File: config.mk
export PLATFORM = sky130hd
export DESIGN_NAME = mem_port_arbiter
export DESIGN_NICKNAME = d
export VERILOG_FILES = /design/src/rtl/mem_port_arbiter.sv
export SDC_FILE = /design/constraint.sdc
export NUM_CORES = 1
export LEC_CHECK = 0
export CORE_MARGIN = 1.5
export CORE_UTILIZATION = 37
export DETAILED_ROUTE_END_ITERATION = 12
export PLACE_DENSITY_LB_ADDON = 0.05
export SYNTH_ARGS = -nofsm -noshare
export SYNTH_HDL_FRONTEND = slang
export SYNTH_SLANG_ARGS = --single-unit
File: constraint.sdc
create_clock -name clk_i -period 2.25 [get_ports clk_i]
set_input_delay 0.45 -clock clk_i [delete_from_list [all_inputs] [get_ports clk_i]]
set_output_delay 0.45 -clock clk_i [all_outputs]
set_load 0.02 [all_outputs]
File: src/rtl/mem_port_arbiter.sv
// mem_port_arbiter
//   Round-robin arbiter sharing one 32-bit memory port between four
//   requesters (0 = instruction fetch, 1 = load/store, 2..3 = spare).
//   Drives the select of the external 4:1 address/wdata/control muxes and
//   sequences each transaction: grant, valid/ready handshake, per-requester
//   acknowledge and bus-timeout abort.
//
//   Parameters:
//     TIMEOUT      max cycles mem_valid_o stays high before abort (2..256)
//   Ports:
//     clk_i        clock, rising edge
//     rst_n_i      synchronous active-low reset
//     req_i[3:0]   per-requester request, held until that requester's ack
//     mem_ready_i  shared port completes the current transaction this cycle
//     sel_o[1:0]   index of the granted requester (external mux select)
//     grant_o[3:0] one-hot grant, zero when idle
//     mem_valid_o  transaction presented on the shared port
//     ack_o[3:0]   one-cycle completion pulse to the grantee
//     err_o        qualifies ack_o: transaction aborted by timeout
module mem_port_arbiter #(
    parameter int unsigned TIMEOUT = 16
) (
    input  logic       clk_i,
    input  logic       rst_n_i,
    input  logic [3:0] req_i,
    input  logic       mem_ready_i,
    output logic [1:0] sel_o,
    output logic [3:0] grant_o,
    output logic       mem_valid_o,
    output logic [3:0] ack_o,
    output logic       err_o
);

    typedef enum logic {
        IDLE = 1'b0,
        BUSY = 1'b1
    } state_e;

    state_e     state_q, state_d;
    logic [3:0] grant_q, grant_d;
    logic [1:0] sel_q,   sel_d;
    logic [1:0] last_q,  last_d;
    logic [7:0] cnt_q,   cnt_d;

    logic       timeout;
    logic       end_of_txn;
    logic [3:0] arb_req;
    logic       pick_found;
    logic [1:0] pick_idx;
    logic [1:0] cand;

    assign timeout    = (cnt_q == 8'(TIMEOUT - 1));
    assign end_of_txn = (state_q == BUSY) && (mem_ready_i || timeout);

    // At end of transaction the current grantee is masked so it cannot be
    // re-granted back-to-back even if it still holds its request.
    assign arb_req = (state_q == IDLE) ? req_i : (req_i & ~grant_q);

    // Search order last+1, last+2, last+3, last (mod 4).
    always_comb begin
        pick_found = 1'b0;
        pick_idx   = last_q;
        cand       = last_q;
        for (int unsigned i = 1; i <= 4; i++) begin
            cand = last_q + 2'(i);
            if (!pick_found && arb_req[cand]) begin
                pick_found = 1'b1;
                pick_idx   = cand;
            end
        end
    end

    // State register
    always_ff @(posedge clk_i) begin
        if (!rst_n_i) begin
            state_q <= IDLE;
            grant_q <= '0;
            sel_q   <= '0;
            last_q  <= 2'd3;
            cnt_q   <= '0;
        end else begin
            state_q <= state_d;
            grant_q <= grant_d;
            sel_q   <= sel_d;
            last_q  <= last_d;
            cnt_q   <= cnt_d;
        end
    end

    // Next-state logic
    always_comb begin
        state_d = state_q;
        grant_d = grant_q;
        sel_d   = sel_q;
        last_d  = last_q;
        cnt_d   = cnt_q;
        unique case (state_q)
            IDLE: begin
                if (pick_found) begin
                    state_d = BUSY;
                    grant_d = 4'b0001 << pick_idx;
                    sel_d   = pick_idx;
                    last_d  = pick_idx;
                    cnt_d   = '0;
                end
            end
            BUSY: begin
                if (end_of_txn) begin
                    cnt_d = '0;
                    if (pick_found) begin
                        grant_d = 4'b0001 << pick_idx;
                        sel_d   = pick_idx;
                        last_d  = pick_idx;
                    end else begin
                        state_d = IDLE;
                        grant_d = '0;
                    end
                end else begin
                    cnt_d = cnt_q + 8'd1;
                end
            end
            default: state_d = IDLE;
        endcase
    end

    // Outputs; ready wins over a coincident timeout
    always_comb begin
        sel_o       = sel_q;
        grant_o     = grant_q;
        mem_valid_o = (state_q == BUSY);
        ack_o       = '0;
        err_o       = 1'b0;
        if (end_of_txn) begin
            ack_o = grant_q;
            err_o = !mem_ready_i;
        end
    end

endmodule

== After elaboration in Yosys (flattened, before gate mapping) ==
Cells that the tools add are included.

* Register bits after elaboration: 17
* Logic and storage cells: 65

* Add/subtract/negate cells: 4
* Order comparisons: 4
* Equal/unequal tests: 3
* Shift operators: 1
* Mux-type cells: 35
* Bitwise logic cells: 3
* Reductions and logical operators: 10

{| class="wikitable"
|+ Operators with widths
! kind !! count
|-
| two-way mux 4 bit || 5
|-
| two-way mux 2 bit || 8
|-
| two-way mux 8 bit || 2
|-
| one-hot mux 8 bit (2 select lines) || 1
|-
| less-than comparator 2 x 3 -> 1 bit (second input constant) || 4
|-
| two-way mux 1 bit || 11
|-
| adder 8 x 1 -> 8 bit (second input constant) || 1
|-
| binary-select mux 1 bit (select 2 bit) || 4
|-
| == test 8 x 4 -> 1 bit (second input constant) || 1
|-
| one-hot mux 2 bit (2 select lines) || 2
|-
| one-hot mux 4 bit (2 select lines) || 1
|-
| adder 2 bit (second input constant) || 2
|-
| AND 4 bit || 1
|-
| logical AND 1 bit || 4
|-
| logical NOT 1 bit || 4
|-
| NOT 4 bit || 1
|-
| << shifter 1 x 2 -> 4 bit (first input constant) || 1
|-
| adder 2 x 1 -> 2 bit (second input constant) || 1
|-
| != test 2 x 1 -> 1 bit (second input constant) || 1
|-
| != test 2 bit (second input constant) || 1
|-
| one-hot mux 1 bit (2 select lines) || 1
|-
| AND reduction 2 bit || 1
|-
| logical OR 1 bit || 1
|-
| NOT 1 bit || 1
|}

== Longest topological paths before layout ==
Gate-level depths: netlist of run 1.

* Word-level depth: 19
* Gate-level depth with buffers: 7
* Gate-level depth less buffers: 6

== Worst setup path after synthesis of run 1 ==
No wires, ideal clock.

* Path kind: register to output
* Start: register cnt_q[0]
* End: output ack_o[0]
* Arrival: 1.260 ns
* Required time: 1.800 ns
* Slack: 0.540 ns
* Cell stages (with the launch flop): 7
* Path through: dfxtp_1 ha_1 and3_1 buf_6 a21oi_1 nor2b_1 and2_1

* Longest elaborated chain between the ends: 4

{| class="wikitable"
|+ Ends and longest elaborated chain
! what !! line !! text
|-
| start: declaration || 43 || <nowiki>logic [7:0] cnt_q, cnt_d;</nowiki>
|-
| start signal: assignment || 86 || <nowiki>cnt_q <= cnt_d;</nowiki>
|-
| == test 8 x 4 -> 1 bit || 52 || <nowiki>assign timeout = (cnt_q == 8'(TIMEOUT - 1));</nowiki>
|-
| logical OR 1 bit || 53 || <nowiki>assign end_of_txn = (state_q == BUSY) && (mem_ready_i || timeout);</nowiki>
|-
| logical AND 1 bit || 53 ||
|-
| two-way mux 4 bit || 133 || <nowiki>if (end_of_txn) begin</nowiki>
|-
| end: declaration || 30 || <nowiki>output logic [3:0] ack_o,</nowiki>
|}

Every way passes these cells.

== Worst setup path in the final report of run 1 ==
* Start: register cnt_q[0]
* End: output err_o

* Longest elaborated chain between the ends: 4

{| class="wikitable"
|+ Ends and longest elaborated chain
! what !! line !! text
|-
| == test 8 x 4 -> 1 bit || 52 ||
|-
| logical OR 1 bit || 53 ||
|-
| logical AND 1 bit || 53 ||
|-
| two-way mux 1 bit || 133 ||
|-
| end: declaration || 31 || <nowiki>output logic err_o</nowiki>
|}

Every way passes these cells.

==> flow_summary_export.csv, run 1 <==
group,metric,value,unit
hold_path,min_to,"cnt_q[1]$_SDFFE_PN0P_",
floorplanning,coreArea,2450,µm²
pwr,ir_drop,0.414,mV
placement,gp_congestion,0.770,
synthesis,yosysTopAreaCell,"dfxtp_1",
worst_setup_path,critPathCaptureType,"primary output",
worst_setup_path,cp_data_arrival_time,1.68,ns
drt,first_pass_iters,4,
synthesis,netlist_top_cells_area,"dfxtp_1 (36%), nor2_1 (4.7%), o21ai_0 (4.2%), a21boi_0 (3.9%), a21oi_1 (3.1%)",
clock_network,cts.clk_slew.worst_paths,0.11,ns
sta,hold_viol,0,
sta,relSlewSlack,0.682,
sta,finalSetupTns,0,ns
global_routing,grt_max_degree,15,
floorplanning,die_y,53.9,µm
cells_and_area,fin_util,0.498,
synthesis,ys_types,38,
synthesis,ys_warn_count,0,
job,drv_cap,0,
worst_setup_path,crit_type,"reg -> out",
drt,drtIter0Drc,22,
sta,clock.fmax,470,MHz
pwr,clock_power_share,0.239,
clock_network,cts_tree,"done",
synthesis,ys_seq_area_frac,0.356,
pwr,seqPwrFrac,0.498,
floorplanning,dieWidth,53.9,µm
hold_path,min_path_type,"reg -> reg",
cells_and_area,diodes,0,
synthesis,synth_edf_count,0,
pwr,power,0.699,mW
global_routing,overflow,0,
synthesis,async_flop_share,0,
global_routing,grt_pass1_wl,3460,µm
pwr,switchingPower,0.216,mW
pwr,p_sw_frac,0.309,
cells_and_area,synthToLayoutAreaGrowth,27.8,%
synthesis,synth-main-ff-cell,"dfxtp_1",
worst_setup_path,r2r-start,"cnt_q[0]$_SDFFE_PN0P_",
placement,numPortBuffers,18,
floorplanning,die_area,2900,µm²
status,status,"finished clean",
synthesis,synthCells,109,
clock_network,clk_path_buf_depth,2,
pwr,internal-power,0.483,mW
placement,dpl.hpwl,1640,µm
sta,rsz0062_at_grt,"false",
pwr,p_comb_frac,0.263,
cells_and_area,post_route_cells_drive_above_1_share,0.221,
synthesis,syn_area,957,µm²
sta,tightest_slew,0.475,ns
hold_path,hold_start,"cnt_q[1]$_SDFFE_PN0P_",
clock_network,post_cts_buffers,0,
placement,placedCellCount,162,
worst_setup_path,crit_start,"cnt_q[0]$_SDFFE_PN0P_",
cells_and_area,final_cells,166,
worst_setup_path,ff2ff_path_depth,7,
drt,drt-total-wl,2150,µm
clock_network,cts_buffers,3,
clock_network,clock-root-buffer,"clkbuf_4",
global_routing,antenna_found_initial,0,
worst_setup_path,worst_ep_required_time,1.80,ns
cells_and_area,nets,145,
clock_network,cts_sinks,17,
sta,fin_skew,0.00492,ns
synthesis,synth_top_area_share,0.356,
drt,final_antenna_net_count,0,
sta,setup_violations,0,
global_routing,grt_pass1_vias,753,
sta,min_period_over_period,0.945,
synthesis,ys_seq_elements,17,
pwr,p_leak,0.504,nW
drt,drc,0,
drt,via_per_inst,5.26,
sta,final.min_clock_period,2.13,ns
clock_network,htree_levels,1,
worst_setup_path,r2r-end,"grant_o[2]$_SDFFE_PN0P_",
floorplanning,floorplan.initialDensity,0.390,
sta,drv_slew,0,
drt,avgRoutedWirePerCell,13.0,µm
cells_and_area,fillCellCount,250,
synthesis,syn_area_per_cell,8.78,µm²
pwr,powerDensity,571,nW/µm²
synthesis,synth_nets,117,
worst_setup_path,crit_path_start_kind,"flip-flop",
worst_setup_path,r2r_slack,0.43,ns
floorplanning,io_pins,19,
drt,via_count,873,
hold_path,hold_depth,2,
worst_setup_path,cp_max_fo,6,
clock_network,clk-insertion-delay-late,0.29,ns
global_routing,groute.usage.overall,0.166,
floorplanning,floorplan.rows,18,
[metal layers]
layer	track usage	routed length, µm
met5	0	0
met4	0.0769	20
met3	0.0389	114
met2	0.240	876
met1	0.231	1140
[worst max path at each step]
stage,to,slack [ns],cells past startpoint
CTS,ack_o[1],0.003,6
global placement,ack_o[1],-0.07,5
global route,err_o,0.04,6
finish,err_o,0.12,6
detailed placement,ack_o[0],-0.1,5
floorplan,ack_o[0],0.54,6
[power groups by stage]
| stage | clock, mW | sequential, mW | combinational, mW |
|---|---|---|---|
| floorplan | 0 | 0.367 | 0.0985 |
| global placement | 0 | 0.354 | 0.185 |
| detailed placement | 0 | 0.355 | 0.187 |
| CTS | 0.178 | 0.348 | 0.187 |
| global route | 0.185 | 0.352 | 0.201 |
| finish | 0.167 | 0.348 | 0.184 |
[sequential cells by signal, indices dropped and copies added, names as in the netlist]
signal       count
grant_o          4
sel_o            2
last_q           2
mem_valid_o      1
cnt_q            8
[final cells by class]
cell class	count	area, µm²	area share
Multi-Input combinational cell	88	597	0.488
Sequential cell	17	343	0.280
Timing Repair Buffer	25	211	0.173
Tap cell	30	37.5	0.0307
Clock buffer	3	22.5	0.0184
Inverter	2	7.51	0.00613
Clock inverter	1	5.00	0.00409
[logic make-up after synthesis]
group,share of synthesized area
simple gates,0.275
compound gates,0.333
flops,0.356
buf+inv,0.0235
fa+ha+maj,0.0131
[metrics by stage]
| step | instance area (µm²) | hold slack [ns] | worst slack, ns |
|---|---|---|---|
| detailed placement | 1210 | 0.489 | -0.0997 |
| floorplan | 957 | 0.456 | 0.540 |
| global route | 1220 | 0.518 | 0.0448 |
| CTS | 1240 | 0.503 | 0.00290 |
| finish | 1220 | 0.485 | 0.123 |
| global placement | 1210 | 0.471 | -0.0730 |
[critical path: stages (launching register included)]
cell and delay, ns:
dfxtp_2 0.37, ha_2 0.19, and3_1 0.20, buf_4 0.16, nand2_1 0.05, nor2_1 0.09, dlygate4sd2_1 0.33
[Yosys cell counts, drive strengths merged (2+ instances only)]
| cell | count |
|---|---|
| o211ai | 2 |
| nor2 | 12 |
| a21oi | 7 |
| a32o | 2 |
| nand2b | 4 |
| and2 | 4 |
| a31oi | 2 |
| o21a | 2 |
| a21o | 2 |
| a22oi | 2 |
| nor4 | 2 |
| o21ai | 8 |
| nor2b | 3 |
| a22o | 2 |
| dfxtp | 17 |
| inv | 2 |
| a21boi | 8 |
| and3 | 4 |
| nand2 | 7 |
| nand3b | 4 |
| nand3 | 2 |
[placed cells by master (no fill, tap or decap), types with 2 or more instances in the layout]
master / count
a21oi_1: 6
a22oi_1: 2
a31oi_1: 2
clkdlybuf4s50_1: 13
clkbuf_4: 3
buf_4: 7
clkbuf_2: 3
o211ai_1: 2
a21boi_0: 5
and3_1: 4
dfxtp_1: 15
dfxtp_2: 2
a22o_1: 2
a32o_2: 2
inv_1: 2
nand2b_1: 3
o21ai_0: 8
nor2b_1: 3
nand3_1: 2
and2_1: 4
nand3b_1: 4
nand2_1: 7
nor2_1: 12
a21boi_1: 3
[what timing repair did]
action,4_1_cts,5_1_grt
gates resized for setup,10,7
hold buffers,0,0
endpoints found under the setup margin,5,5
(Power assumes the default switching activity.)
==> inputs of run 2 (changes only) <==
CAP_MARGIN = 30   (was not set)
REMOVE_ABC_BUFFERS = 1   (was not set)
==> flow_summary_export.csv, run 2 (synthesized netlist as in run 1, its figures left out) <==
group,metric,value,unit
sta,tightest_slew,0.407,ns
pwr,internal-power,0.485,mW
pwr,seqPwrFrac,0.489,
placement,pre_cts_slack,-0.162,ns
clock_network,clk_path_buf_depth,2,
pwr,p_sw_frac,0.314,
pwr,ir_drop,0.498,mV
floorplanning,floorplan.initialDensity,0.390,
cells_and_area,layout_commonest_cell,"dfxtp_1",
clock_network,htree_levels,1,
cells_and_area,multi_input_area,597,µm²
drt,via_count,935,
cells_and_area,post_route_cells_drive_above_1_share,0.229,
worst_setup_path,cp_data_arrival_time,1.66,ns
global_routing,antenna_found_initial,0,
worst_setup_path,critPathCaptureType,"primary output",
sta,rsz0062_at_grt,"false",
sta,finalSetupTns,0,ns
sta,fin_skew,0.00591,ns
clock_network,clock-root-buffer,"clkbuf_4",
global_routing,grt_max_degree,12,
floorplanning,io_pins,19,
clock_network,clk-insertion-delay-late,0.29,ns
floorplanning,die_area,2900,µm²
global_routing,overflow,0,
global_routing,grt_pass1_vias,806,
pwr,p_comb_frac,0.275,
worst_setup_path,crit_path_start_kind,"flip-flop",
placement,numPortBuffers,18,
placement,gp_congestion,0.823,
clock_network,post_cts_buffers,0,
cells_and_area,regArea,340,µm²
sta,hold_viol,0,
sta,clock.fmax,473,MHz
cells_and_area,diodes,0,
drt,drtIter0Drc,12,
pwr,p_leak,0.527,nW
sta,setup_violations,0,
drt,drt-total-wl,2430,µm
floorplanning,die_y,53.9,µm
cells_and_area,fillCellCount,242,
clock_network,cts_tree,"done",
clock_network,cts_sinks,17,
cells_and_area,largest_reg_flops,8,
floorplanning,floorplan.rows,18,
cells_and_area,regMostFlops,"cnt_q",
cells_and_area,synthToLayoutAreaGrowth,30.7,%
worst_setup_path,r2r_slack,0.44,ns
placement,dpl.hpwl,1850,µm
cells_and_area,fin_util,0.510,
worst_setup_path,crit_type,"reg -> out",
floorplanning,dieWidth,53.9,µm
sta,relSlewSlack,0.728,
global_routing,groute.usage.overall,0.182,
pwr,powerDensity,564,nW/µm²
drt,via_per_inst,5.50,
drt,final_antenna_net_count,0,
pwr,power,0.706,mW
drt,first_pass_iters,4,
sta,final.min_clock_period,2.11,ns
status,status,"finished clean",
global_routing,grt_pass1_wl,3750,µm
pwr,clock_power_share,0.236,
drt,avgRoutedWirePerCell,14.3,µm
job,drv_cap,0,
cells_and_area,nets,149,
hold_path,min_path_type,"reg -> reg",
drt,drc,0,
sta,drv_slew,0,
clock_network,cts.clk_slew.worst_paths,0.11,ns
worst_setup_path,cp_max_fo,6,
sta,min_period_over_period,0.939,
cells_and_area,layout_common_cells,"dfxtp_1 (17), clkdlybuf4s50_1 (13), nor2_1 (12)",
clock_network,cts_buffers,3,
floorplanning,coreArea,2450,µm²
worst_setup_path,worst_ep_required_time,1.80,ns
pwr,switchingPower,0.221,mW
sta,setup_slack,0.137,ns
==> run 2: final timing paths <==
path,start,end,cells after the start
max,cnt_q[1]$_SDFFE_PN0P_,err_o,6
min,cnt_q[2]$_SDFFE_PN0P_,cnt_q[2]$_SDFFE_PN0P_,2
max reg2reg,cnt_q[0]$_SDFFE_PN0P_,grant_o[2]$_SDFFE_PN0P_,7
min reg2reg,cnt_q[2]$_SDFFE_PN0P_,cnt_q[2]$_SDFFE_PN0P_,2
==> run 2: final cells by class <==
type,count,share of cell area
inverter,2,0.00600
clock inverter,1,0.00400
timing repair buffer,29,0.193
multi-input combinational,88,0.477
tap,30,0.0300
sequential,17,0.272
clock buffer,3,0.0180
==> run 2: per-layer routing <==
layer / vias to the layer above / GRT usage / wire, µm
met2: 20 / 0.303 / 1200
met3: 4 / 0.0333 / 68
met1: 444 / 0.225 / 1120
li1: 467 / - / -
met4: 0 / 0.0855 / 36
met5: - / 0 / 0
==> run 2: repair_timing <==
item / 4_1_cts / 5_1_grt
endpoints found under the hold margin: 0 / 0
setup endpoints to repair: 5 / 4
resized for setup: 9 / 5
hold buffers: 0 / 0
==> run 2: stage by stage <==
step | instance area, µm² | cells | hold WS [ns]
5_1_grt | 1250 | 170 | 0.523
4_1_cts | 1270 | 170 | 0.510
3_3_place_gp | 1240 | 166 | 0.473
2_1_floorplan | 942 | 107 | 0.456
6_report | 1250 | 170 | 0.508
3_5_place_dp | 1240 | 166 | 0.491
==> run 2: power by group through the flow <==
stage | clock network, mW | logic, mW | registers (mW)
2_1_floorplan | 0 | 0.0969 | 0.367
3_3_place_gp | 0 | 0.193 | 0.352
3_5_place_dp | 0 | 0.196 | 0.352
4_1_cts | 0.178 | 0.196 | 0.345
5_1_grt | 0.191 | 0.208 | 0.349
6_report | 0.166 | 0.194 | 0.345
==> run 2: worst max-delay path: stages (launching register included) <==
cell	delay [ns]
dfxtp_1	0.37
ha_1	0.16
and3_1	0.20
buf_4	0.16
nand2_1	0.05
nor2_1	0.10
dlygate4sd2_1	0.33
